## config.mk

```make
export PLATFORM = sky130hd
export DESIGN_NAME = prime_stream_gen_flat
export DESIGN_NICKNAME = d
export VERILOG_FILES = /design/src/rtl/prime_pkg.sv /design/src/rtl/prime_stream_gen_if.sv /design/src/rtl/prime_serial_rem.sv /design/src/rtl/prime_stream_gen.sv /design/src/flat_wrapper.sv
export SDC_FILE = /design/constraint.sdc
export NUM_CORES = 1
export LEC_CHECK = 0
export CORE_UTILIZATION = 30
export DETAILED_ROUTE_END_ITERATION = 7
export PLACE_DENSITY = 0.56
export SYNTH_ARGS = -nofsm -noshare
export SYNTH_HDL_FRONTEND = slang
export SYNTH_SLANG_ARGS = --single-unit
export TNS_END_PERCENT = 1
```

## constraint.sdc

```tcl
create_clock -name clk -period 17.3 [get_ports clk]
set_clock_uncertainty 0.05 [all_clocks]
set_input_delay 4.325 -clock clk [delete_from_list [all_inputs] [get_ports clk]]
set_output_delay 4.325 -clock clk [all_outputs]
set_load 0.01 [all_outputs]
```

## src/rtl/prime_pkg.sv

```systemverilog
// Shared types and sizing helpers for the prime stream generator.
package prime_pkg;

  localparam int PRIME_WIDTH_DEF = 16;

  typedef enum logic [2:0] {
    S_IDLE   = 3'd0,
    S_INIT   = 3'd1,
    S_BOUND  = 3'd2,
    S_DIVIDE = 3'd3,
    S_EMIT   = 3'd4,
    S_DONE   = 3'd5
  } prime_state_t;

  // Width that holds d*d without overflow for a WIDTH-bit divisor.
  function automatic int sq_width(input int w);
    return 2 * w;
  endfunction

endpackage

```

## src/rtl/prime_stream_gen_if.sv

```systemverilog
// Control and prime output stream of the prime stream generator.
interface prime_stream_gen_if
  import prime_pkg::*;
#(
  parameter int WIDTH = PRIME_WIDTH_DEF
);

  logic             start;
  logic [WIDTH-1:0] limit;
  logic             busy;
  logic             prime_valid;
  logic             prime_ready;
  logic [WIDTH-1:0] prime_data;
  logic             done;
  logic [WIDTH-1:0] count;

  // Stream handshake: a prime moves on a rising edge where prime_valid && prime_ready.
  // Once raised, prime_valid stays high and prime_data stays unchanged until that transfer.
  modport master (
    input  start, limit, prime_ready,
    output busy, prime_valid, prime_data, done, count
  );

  modport slave (
    output start, limit, prime_ready,
    input  busy, prime_valid, prime_data, done, count
  );

endinterface

```

## src/rtl/prime_serial_rem.sv

```systemverilog
// Serial restoring remainder unit: one quotient bit per cycle, rem_valid WIDTH cycles after rem_start.
module prime_serial_rem #(
  parameter int WIDTH = 16
) (
  input  logic             clk,
  input  logic             rst,
  input  logic             rem_start,
  input  logic [WIDTH-1:0] dividend,
  input  logic [WIDTH-1:0] divisor,
  output logic             rem_valid,
  output logic [WIDTH-1:0] rem
);

  localparam int CW = $clog2(WIDTH + 1);

  logic [WIDTH-1:0] r_q, q_q, d_q;
  logic [WIDTH-1:0] src_r, src_q, src_d, next_r;
  logic [WIDTH:0]   trial, diff;
  logic [CW-1:0]    cnt_q;
  logic             active_q;

  // The start cycle already performs the first step on the fresh operands.
  always_comb begin
    src_r  = rem_start ? '0 : r_q;
    src_q  = rem_start ? dividend : q_q;
    src_d  = rem_start ? divisor : d_q;
    trial  = {src_r, src_q[WIDTH-1]};
    diff   = trial - {1'b0, src_d};
    next_r = diff[WIDTH] ? trial[WIDTH-1:0] : diff[WIDTH-1:0];
  end

  always_ff @(posedge clk) begin
    if (rst) begin
      r_q       <= '0;
      q_q       <= '0;
      d_q       <= '0;
      cnt_q     <= '0;
      active_q  <= 1'b0;
      rem_valid <= 1'b0;
    end else begin
      rem_valid <= 1'b0;
      if (rem_start) begin
        r_q      <= next_r;
        q_q      <= dividend << 1;
        d_q      <= divisor;
        cnt_q    <= CW'(WIDTH - 1);
        active_q <= 1'b1;
      end else if (active_q) begin
        r_q   <= next_r;
        q_q   <= q_q << 1;
        cnt_q <= cnt_q - 1'b1;
        if (cnt_q == CW'(1)) begin
          active_q  <= 1'b0;
          rem_valid <= 1'b1;
        end
      end
    end
  end

  assign rem = r_q;

endmodule

```

## src/rtl/prime_stream_gen.sv

```systemverilog
// Enumerates every prime in [2, limit] by trial division and streams them out in ascending order.
module prime_stream_gen
  import prime_pkg::*;
#(
  parameter int WIDTH = PRIME_WIDTH_DEF
) (
  input  logic               clk,
  input  logic               rst,
  prime_stream_gen_if.master bus,
  output prime_state_t       state_dbg
);

  localparam int SQW = sq_width(WIDTH);

  prime_state_t     state;
  logic [WIDTH-1:0] limit_q, cand_q, div_q;
  logic             lim_small_q;
  logic             busy_q, valid_q, done_q;
  logic [WIDTH-1:0] data_q, count_q;
  logic             rem_start, rem_valid;
  logic [WIDTH-1:0] rem;
  logic [SQW-1:0]   div_sq;
  logic             div_gt, at_limit;

  // Square at double width so the d*d > c test never overflows.
  assign div_sq   = SQW'(div_q) * SQW'(div_q);
  assign div_gt   = div_sq > SQW'(cand_q);
  assign at_limit = (cand_q == limit_q);

  prime_serial_rem #(.WIDTH(WIDTH)) u_rem (
    .clk       (clk),
    .rst       (rst),
    .rem_start (rem_start),
    .dividend  (cand_q),
    .divisor   (div_q),
    .rem_valid (rem_valid),
    .rem       (rem)
  );

  always_ff @(posedge clk) begin
    if (rst) begin
      state       <= S_IDLE;
      limit_q     <= '0;
      cand_q      <= '0;
      div_q       <= '0;
      lim_small_q <= 1'b0;
      busy_q      <= 1'b0;
      valid_q     <= 1'b0;
      done_q      <= 1'b0;
      data_q      <= '0;
      count_q     <= '0;
      rem_start   <= 1'b0;
    end else begin
      done_q    <= 1'b0;
      rem_start <= 1'b0;
      case (state)
        S_IDLE, S_DONE: begin
          if (bus.start) begin
            limit_q     <= bus.limit;
            lim_small_q <= (bus.limit < WIDTH'(2));
            count_q     <= '0;
            cand_q      <= WIDTH'(2);
            busy_q      <= 1'b1;
            state       <= S_INIT;
          end
        end
        // An empty range still spends one cycle here so done lands two cycles after start.
        S_INIT: begin
          if (lim_small_q) begin
            done_q <= 1'b1;
            busy_q <= 1'b0;
            state  <= S_DONE;
          end else begin
            div_q <= WIDTH'(2);
            state <= S_BOUND;
          end
        end
        S_BOUND: begin
          if (div_gt) begin
            valid_q <= 1'b1;
            data_q  <= cand_q;
            state   <= S_EMIT;
          end else begin
            rem_start <= 1'b1;
            state     <= S_DIVIDE;
          end
        end
        S_DIVIDE: begin
          if (rem_valid) begin
            if (rem != '0) begin
              div_q <= div_q + 1'b1;
              state <= S_BOUND;
            end else if (at_limit) begin
              done_q <= 1'b1;
              busy_q <= 1'b0;
              state  <= S_DONE;
            end else begin
              cand_q <= cand_q + 1'b1;
              state  <= S_INIT;
            end
          end
        end
        // Limit test precedes the increment so the candidate never wraps at all-ones.
        S_EMIT: begin
          if (bus.prime_ready) begin
            valid_q <= 1'b0;
            count_q <= count_q + 1'b1;
            if (at_limit) begin
              done_q <= 1'b1;
              busy_q <= 1'b0;
              state  <= S_DONE;
            end else begin
              cand_q <= cand_q + 1'b1;
              state  <= S_INIT;
            end
          end
        end
        default: state <= S_IDLE;
      endcase
    end
  end

  assign bus.busy        = busy_q;
  assign bus.prime_valid = valid_q;
  assign bus.prime_data  = data_q;
  assign bus.done        = done_q;
  assign bus.count       = count_q;
  assign state_dbg       = state;

endmodule

```

## src/flat_wrapper.sv

```systemverilog
// flat-port wrapper written by rule: the top's interface ports become plain ports
module prime_stream_gen_flat import prime_pkg::*;
#(
  parameter int WIDTH = PRIME_WIDTH_DEF
)
  (clk, rst, state_dbg, bus_start, bus_limit, bus_prime_ready, bus_busy, bus_prime_valid, bus_prime_data, bus_done, bus_count);
  prime_stream_gen_if #(.WIDTH(WIDTH)) bus_i ();
  input  logic clk;
  input  logic rst;
  output prime_state_t state_dbg;
  input wire logic [$bits(bus_i.start)-1:0] bus_start;
  input wire logic [$bits(bus_i.limit)-1:0] bus_limit;
  input wire logic [$bits(bus_i.prime_ready)-1:0] bus_prime_ready;
  output wire logic [$bits(bus_i.busy)-1:0] bus_busy;
  output wire logic [$bits(bus_i.prime_valid)-1:0] bus_prime_valid;
  output wire logic [$bits(bus_i.prime_data)-1:0] bus_prime_data;
  output wire logic [$bits(bus_i.done)-1:0] bus_done;
  output wire logic [$bits(bus_i.count)-1:0] bus_count;
  assign bus_i.start = bus_start;
  assign bus_i.limit = bus_limit;
  assign bus_i.prime_ready = bus_prime_ready;
  assign bus_busy = bus_i.busy;
  assign bus_prime_valid = bus_i.prime_valid;
  assign bus_prime_data = bus_i.prime_data;
  assign bus_done = bus_i.done;
  assign bus_count = bus_i.count;
  prime_stream_gen #(.WIDTH(WIDTH)) u_core (.clk(clk), .rst(rst), .bus(bus_i), .state_dbg(state_dbg));
endmodule
```

==> results.py, run 1 <==
metrics = {
    "detailed_routing": {
        "wl_mm": 37.7,
        "vias": 11900,
        "drt_first_pass_iters": 7,
        "drt-initial-drc-count": 752,
        "via_per_inst": 4.84,
        "final_antenna_net_count": 0,
        "drc_errors": 0,
        "wl_per_cell_um": 15.3,
    },
    "worst_setup_path": {
        "crit_path_max_incr_delay_ns": 0.98,
        "cp-start-kind": "register",
        "critical_path_required_ns": 17.59,
        "crit_type": "register to register",
        "crit_path_top_delay_cell": "dfxtp_1",
        "arrival_ns": 8.80,
        "path_common_cell": "fa_1",
        "cp_max_fo": 22,
        "end_kind": "register",
    },
    "yosys": {
        "netlist.area_leader.share_pct": 21.4,
        "synth-compound-area-share_pct": 11.6,
        "synth_common_cells": "inv_1 (262), fa_1 (164), nand2_1 (158)",
        "synth.most_common_cell": "inv_1",
        "yosys_most_used_dff": "dfxtp_1",
        "synthArstFlopShare_pct": 0,
        "ys_seq_area_share_pct": 18.6,
        "synth-simple-area-share_pct": 19.3,
        "syn_inst": 1789,
        "synthAdderAreaFrac_pct": 32.6,
        "synth-xor-area-share_pct": 5.20,
        "synthMuxAreaShare_pct": 3.43,
        "syn_avg_cell_area_um2": 8.56,
        "synth_top_family_by_area": "adder cells",
        "ys_ff_latch": 142,
        "syn-cell-area_um2": 15300,
        "synth_area_leaders": "fa_1 (21%), dfxtp_1 (19%), ha_1 (11%)",
        "ys_types": 80,
        "synth_edf_count": 0,
        "yosysTopAreaCell": "fa_1",
        "syn_nets": 2110,
        "ys_warn_count": 0,
    },
    "power_and_ir_drop": {
        "leakage_nw": 7.74,
        "p_per_area_nw_per_um2": 77.9,
        "peakVddDrop_mv": 0.0899,
    },
    "sta": {
        "layout_setup_ws_ns": 8.78,
        "timing.slew.headroom_pct": 25.5,
        "setup_violations": 0,
        "min_period_ns": 8.52,
        "holdWs_ns": 0.412,
        "final_hold_viol_count": 0,
        "fmax_mhz": 117,
        "finalCritPeriodShare_pct": 49.2,
        "rsz0062_at_grt": "no",
        "tightest_slew_ns": 1.12,
        "finalSetupTns_ns": 0,
        "drv_slew": 0,
    },
    "floorplanning": {
        "die_h_um": 228,
        "initial_core_util_pct": 30.5,
        "row_count": 82,
        "dieWidth_um": 228,
        "dieArea_um2": 52000,
        "core_um2": 50300,
        "ioPinCount": 58,
    },
    "placement": {
        "gp_congestion": 0.945,
        "dp.final_hpwl_mm": 29.3,
        "preCtsSetupSlack_ns": 8.89,
        "io_buffers": 57,
    },
    "finish": {
        "area_delta_synth_final_pct": 10.6,
        "nets": 2105,
        "diodes": 0,
        "drive_above_1_share_pct": 5.18,
    },
    "clocking": {
        "cts_buffer_depth": 2,
        "insertion_delay_ns": 0.43,
        "htree_levels": 4,
        "clkSinkCount": 142,
        "post_cts_buffers": 0,
        "cts_root_buf": "clkbuf_16",
        "hold_buffers": 0,
        "numCtsBuffers": 17,
        "cts_resized": 0,
        "cts_tree": "yes",
        "clk_pin_slew_worst_paths_ns": 0.08,
    },
    "worst_hold_path": {
        "holdCritPathClass": "register to register",
    },
    "grt": {
        "antenna_found_initial": 0,
        "grt_pass1_wl_mm": 63.8,
        "track_usage_pct": 14.9,
        "grt-ovfl-total": 0,
        "grt_pass1_vias": 12400,
        "grt_max_degree": 74,
    },
    "run_status": {
        "status": "finished, final reports clean",
    },
    "flow_run": {
        "cap_viol_max_count": 0,
    },
}
## worst max-delay path, delay by kind of cell, from the launching register on
family | cells | cell delay [ns]
xor gates and xnor gates | 1 | 0.15
DFF | 1 | 0.98
AOI/OAI and AO/OA | 7 | 1.38
adders and majority gates | 8 | 3.36
and+or+nand+nor | 8 | 2.21
buffers and inverters | 4 | 0.29
## cell type report
| cell class | count | area [µm²] |
|---|---|---|
| Tap cell | 672 | 841 |
| Inverter | 264 | 991 |
| Clock buffer | 18 | 439 |
| Timing Repair Buffer | 64 | 621 |
| Fill cell | 5293 | 33300 |
| Multi-Input combinational cell | 1295 | 11100 |
| Clock inverter | 14 | 138 |
| Sequential cell | 142 | 2840 |
## flip-flops by register name (all words and copies together) (netlist names)
name and flops:
u_core.bus.busy 1, u_core.bus.count 16, u_core.bus.done 1, u_core.bus.prime_data 16, u_core.bus.prime_valid 1, u_core.cand_q 16, u_core.div_q 16, u_core.lim_small_q 1
u_core.limit_q 16, u_core.rem_start 1, u_core.state_dbg 3, u_core.u_rem.active_q 1, u_core.u_rem.cnt_q 5, u_core.u_rem.d_q 16, u_core.u_rem.q_q 15, u_core.u_rem.rem 16
u_core.u_rem.rem_valid 1
## per-layer routing
layer | wire, µm | vias up | track usage (%)
met1 | 17800 | 5836 | 20.0
li1 | - | 5866 | -
met3 | 1060 | 45 | 1.66
met2 | 18200 | 194 | 25.4
met4 | 601 | 0 | 3.52
met5 | 0 | - | 0
## placed cells by master, fill, tap and decap left out, types with 11 or more instances in the layout
| master | n |
|---|---|
| a211oi_1 | 45 |
| a21o_1 | 14 |
| a21oi_1 | 91 |
| and2_1 | 51 |
| and3_1 | 14 |
| clkbuf_16 | 17 |
| clkdlybuf4s50_1 | 56 |
| dfxtp_1 | 141 |
| fa_1 | 164 |
| ha_1 | 137 |
| inv_1 | 262 |
| mux2i_1 | 48 |
| nand2_1 | 158 |
| nand2b_1 | 28 |
| nand3_1 | 31 |
| nand4_1 | 28 |
| nor2_1 | 132 |
| nor2b_1 | 36 |
| nor3_1 | 25 |
| nor4_1 | 20 |
| o21a_1 | 11 |
| o21ai_0 | 41 |
| or2b_2 | 21 |
| xnor2_1 | 72 |
| xor2_1 | 19 |
## report_power, final
part	internal [mW]	switching, mW	leakage, nW
logic	0.227	0.320	6.31
registers	0.362	0.0426	1.15
clock network	0.196	0.171	0.282
## per-stage QoR
step	util (%)	cells	power, mW	instance area [µm²]
after floorplan	-	1789	0.822	15300
after global placement	32.5	2437	0.947	16400
after detailed placement	32.5	2437	0.955	16400
after CTS	33.7	2469	1.33	16900
after global routing	33.7	2469	1.41	16900
final	33.7	2469	1.32	16900
## logic make-up (layout without fill, tap and decap cells)
group,Yosys count,after routing
adder cells (fa/ha/maj),301,301
AND/OR/NAND/NOR,583,583
XOR/XNOR,91,91
multiplexers,52,52
buffers and inverters,352,360
flip-flops,142,142
AO/OA/AOI/OAI,268,268
## path summary, 6_finish.rpt
path / slack (ns) / depth (start not counted) / to / startpoint
hold reg to reg: 0.41 / 2 / u_core.bus.prime_valid / u_core.bus.prime_valid
setup reg to reg: 8.78 / 28 / u_core.state_dbg[0] / u_core.div_q[6]
setup / recovery: 8.78 / 28 / u_core.state_dbg[0] / u_core.div_q[6]
hold / removal: 0.41 / 2 / u_core.bus.prime_valid / u_core.bus.prime_valid
No activity file was read; power rests on OpenSTA's default activity.
==> inputs of run 2 (changes only) <==
==> constraint.sdc (replaced) <==
create_clock -name clk -period 8.4 [get_ports clk]
set_clock_uncertainty 0.05 [all_clocks]
set_input_delay 2.1 -clock clk [delete_from_list [all_inputs] [get_ports clk]]
set_output_delay 2.1 -clock clk [all_outputs]
set_load 0.01 [all_outputs]
==> results.py, run 2 (synthesis results as in run 1) <==
metrics = {
    "clocking": {
        "post_cts_buffers": 0,
        "clk_pin_slew_worst_paths_ns": 0.07,
        "insertion_delay_ns": 0.43,
        "cts_root_buf": "clkbuf_16",
        "cts_tree": "yes",
        "cts_resized": 0,
        "numCtsBuffers": 17,
        "cts_buffer_depth": 2,
        "clkSinkCount": 142,
        "htree_levels": 4,
        "hold_buffers": 0,
    },
    "sta": {
        "min_period_ns": 7.91,
        "fmax_mhz": 126,
        "tightest_slew_ns": 1.07,
        "holdWs_ns": 0.421,
        "setup_violations": 0,
        "finalCritPeriodShare_pct": 94.2,
        "drv_slew": 0,
        "final_hold_viol_count": 0,
        "timing.slew.headroom_pct": 28.5,
    },
    "placement": {
        "post_dp_cell_area_um2": 16500,
        "dp.final_hpwl_mm": 29.9,
        "io_buffers": 57,
        "gp_congestion": 0.869,
    },
    "worst_setup_path": {
        "crit_start": "u_core.div_q[1]",
        "cp.depth": 30,
        "cp_max_fo": 12,
        "critical_path_required_ns": 8.69,
        "arrival_ns": 8.20,
        "timing.rr.start": "u_core.div_q[1]",
        "worst_r2r_path_depth": 30,
        "cp_num_buf_inv": 6,
        "r2r_end": "u_core.state_dbg[0]",
        "crit_path_top_delay_cell": "fa_1",
        "crit_path_max_incr_delay_ns": 0.55,
        "crit_type": "register to register",
        "cp-start-kind": "register",
        "critPathTopFamily": "adder cells",
        "r2r_slack_ns": 0.49,
        "end_kind": "register",
    },
    "floorplanning": {
        "dieArea_um2": 52000,
        "row_count": 82,
        "initial_core_util_pct": 30.5,
        "dieWidth_um": 228,
        "core_um2": 50300,
        "die_h_um": 228,
        "ioPinCount": 58,
    },
    "finish": {
        "area_delta_synth_final_pct": 11.5,
        "drive_above_1_share_pct": 6.18,
        "diodes": 0,
        "final_common_cell": "inv_1",
        "final_cell_area_um2": 17100,
        "final_cell_mix": "inv_1 (262), fa_1 (164), nand2_1 (158)",
        "nets": 2119,
        "final_util_pct": 34.0,
    },
    "grt": {
        "grt_pass1_vias": 12300,
        "grt_max_degree": 76,
        "grt_pass1_wl_mm": 63.3,
        "antenna_found_initial": 0,
        "track_usage_pct": 14.9,
        "grt-ovfl-total": 0,
    },
    "power_and_ir_drop": {
        "peakVddDrop_mv": 0.148,
        "p_per_area_nw_per_um2": 160,
        "leakage_nw": 7.83,
    },
    "detailed_routing": {
        "via_per_inst": 4.87,
        "vias": 12100,
        "drt_first_pass_iters": 5,
        "final_antenna_net_count": 0,
        "wl_mm": 37.8,
        "drc_errors": 0,
        "wl_per_cell_um": 15.2,
        "drt-initial-drc-count": 852,
    },
    "worst_hold_path": {
        "holdPathStages": 2,
        "holdCritPathClass": "register to register",
        "worstHoldEndpoint": "u_core.limit_q[1]",
        "worstHoldStart": "u_core.limit_q[1]",
    },
    "run_status": {
        "status": "finished, final reports clean",
    },
    "flow_run": {
        "cap_viol_max_count": 0,
    },
}
run 2: cell count changes in the layout (fill, tap and decap cells not counted), sizes merged:
cell      previous run  this run
buf                  8        22
bufinv               0         1
clkinv               3         5
clkinvlp             2         0
inv                273       272
run 2: layer usage:
| metal | vias up | routed length (µm) | GRT usage, % |
|---|---|---|---|
| met4 | 0 | 544 | 3.50 |
| met3 | 42 | 1040 | 1.31 |
| met5 | - | 0 | 0 |
| met2 | 209 | 18400 | 25.6 |
| li1 | 5903 | - | - |
| met1 | 5926 | 17900 | 20.0 |
run 2: power breakdown:
group | internal, mW | leakage [nW] | switching, mW | total, mW
clock | 0.434 | 0.299 | 0.345 | 0.779
combinational | 0.466 | 6.38 | 0.636 | 1.10
sequential | 0.745 | 1.15 | 0.102 | 0.847
run 2: area by class of cell:
class,count,area (µm²)
fill,5265,33200
multi-input combinational,1295,11100
sequential,142,2850
inverter,264,991
tap,672,841
timing repair buffer,78,726
clock buffer,18,439
clock inverter,14,164
run 2: worst max-delay path by stage:
stage / endpoint / slack, ns
after global routing: u_core.state_dbg[0] / -0.008
after detailed placement: u_core.state_dbg[0] / 0.38
after floorplan: u_core.bus.prime_data[10] / 0.96
after global placement: u_core.state_dbg[0] / 0.47
final: u_core.state_dbg[0] / 0.49
after CTS: u_core.state_dbg[0] / 0.32
run 2: through the flow:
| step | setup TNS [ns] | instances | power, mW | worst slack, ns |
|---|---|---|---|---|
| final | 0 | 2483 | 2.73 | 0.491 |
| after global placement | 0 | 2451 | 1.95 | 0.468 |
| after CTS | 0 | 2483 | 2.75 | 0.321 |
| after global routing | -0.00809 | 2483 | 2.92 | -0.00809 |
| after detailed placement | 0 | 2451 | 1.96 | 0.383 |
| after floorplan | 0 | 1789 | 1.69 | 0.962 |
run 2: worst min-delay path, stage by stage, from the launching register on:
cell and delay (ns):
dfxtp_1 0.32, nand2_1 0.05, a21oi_1 0.05
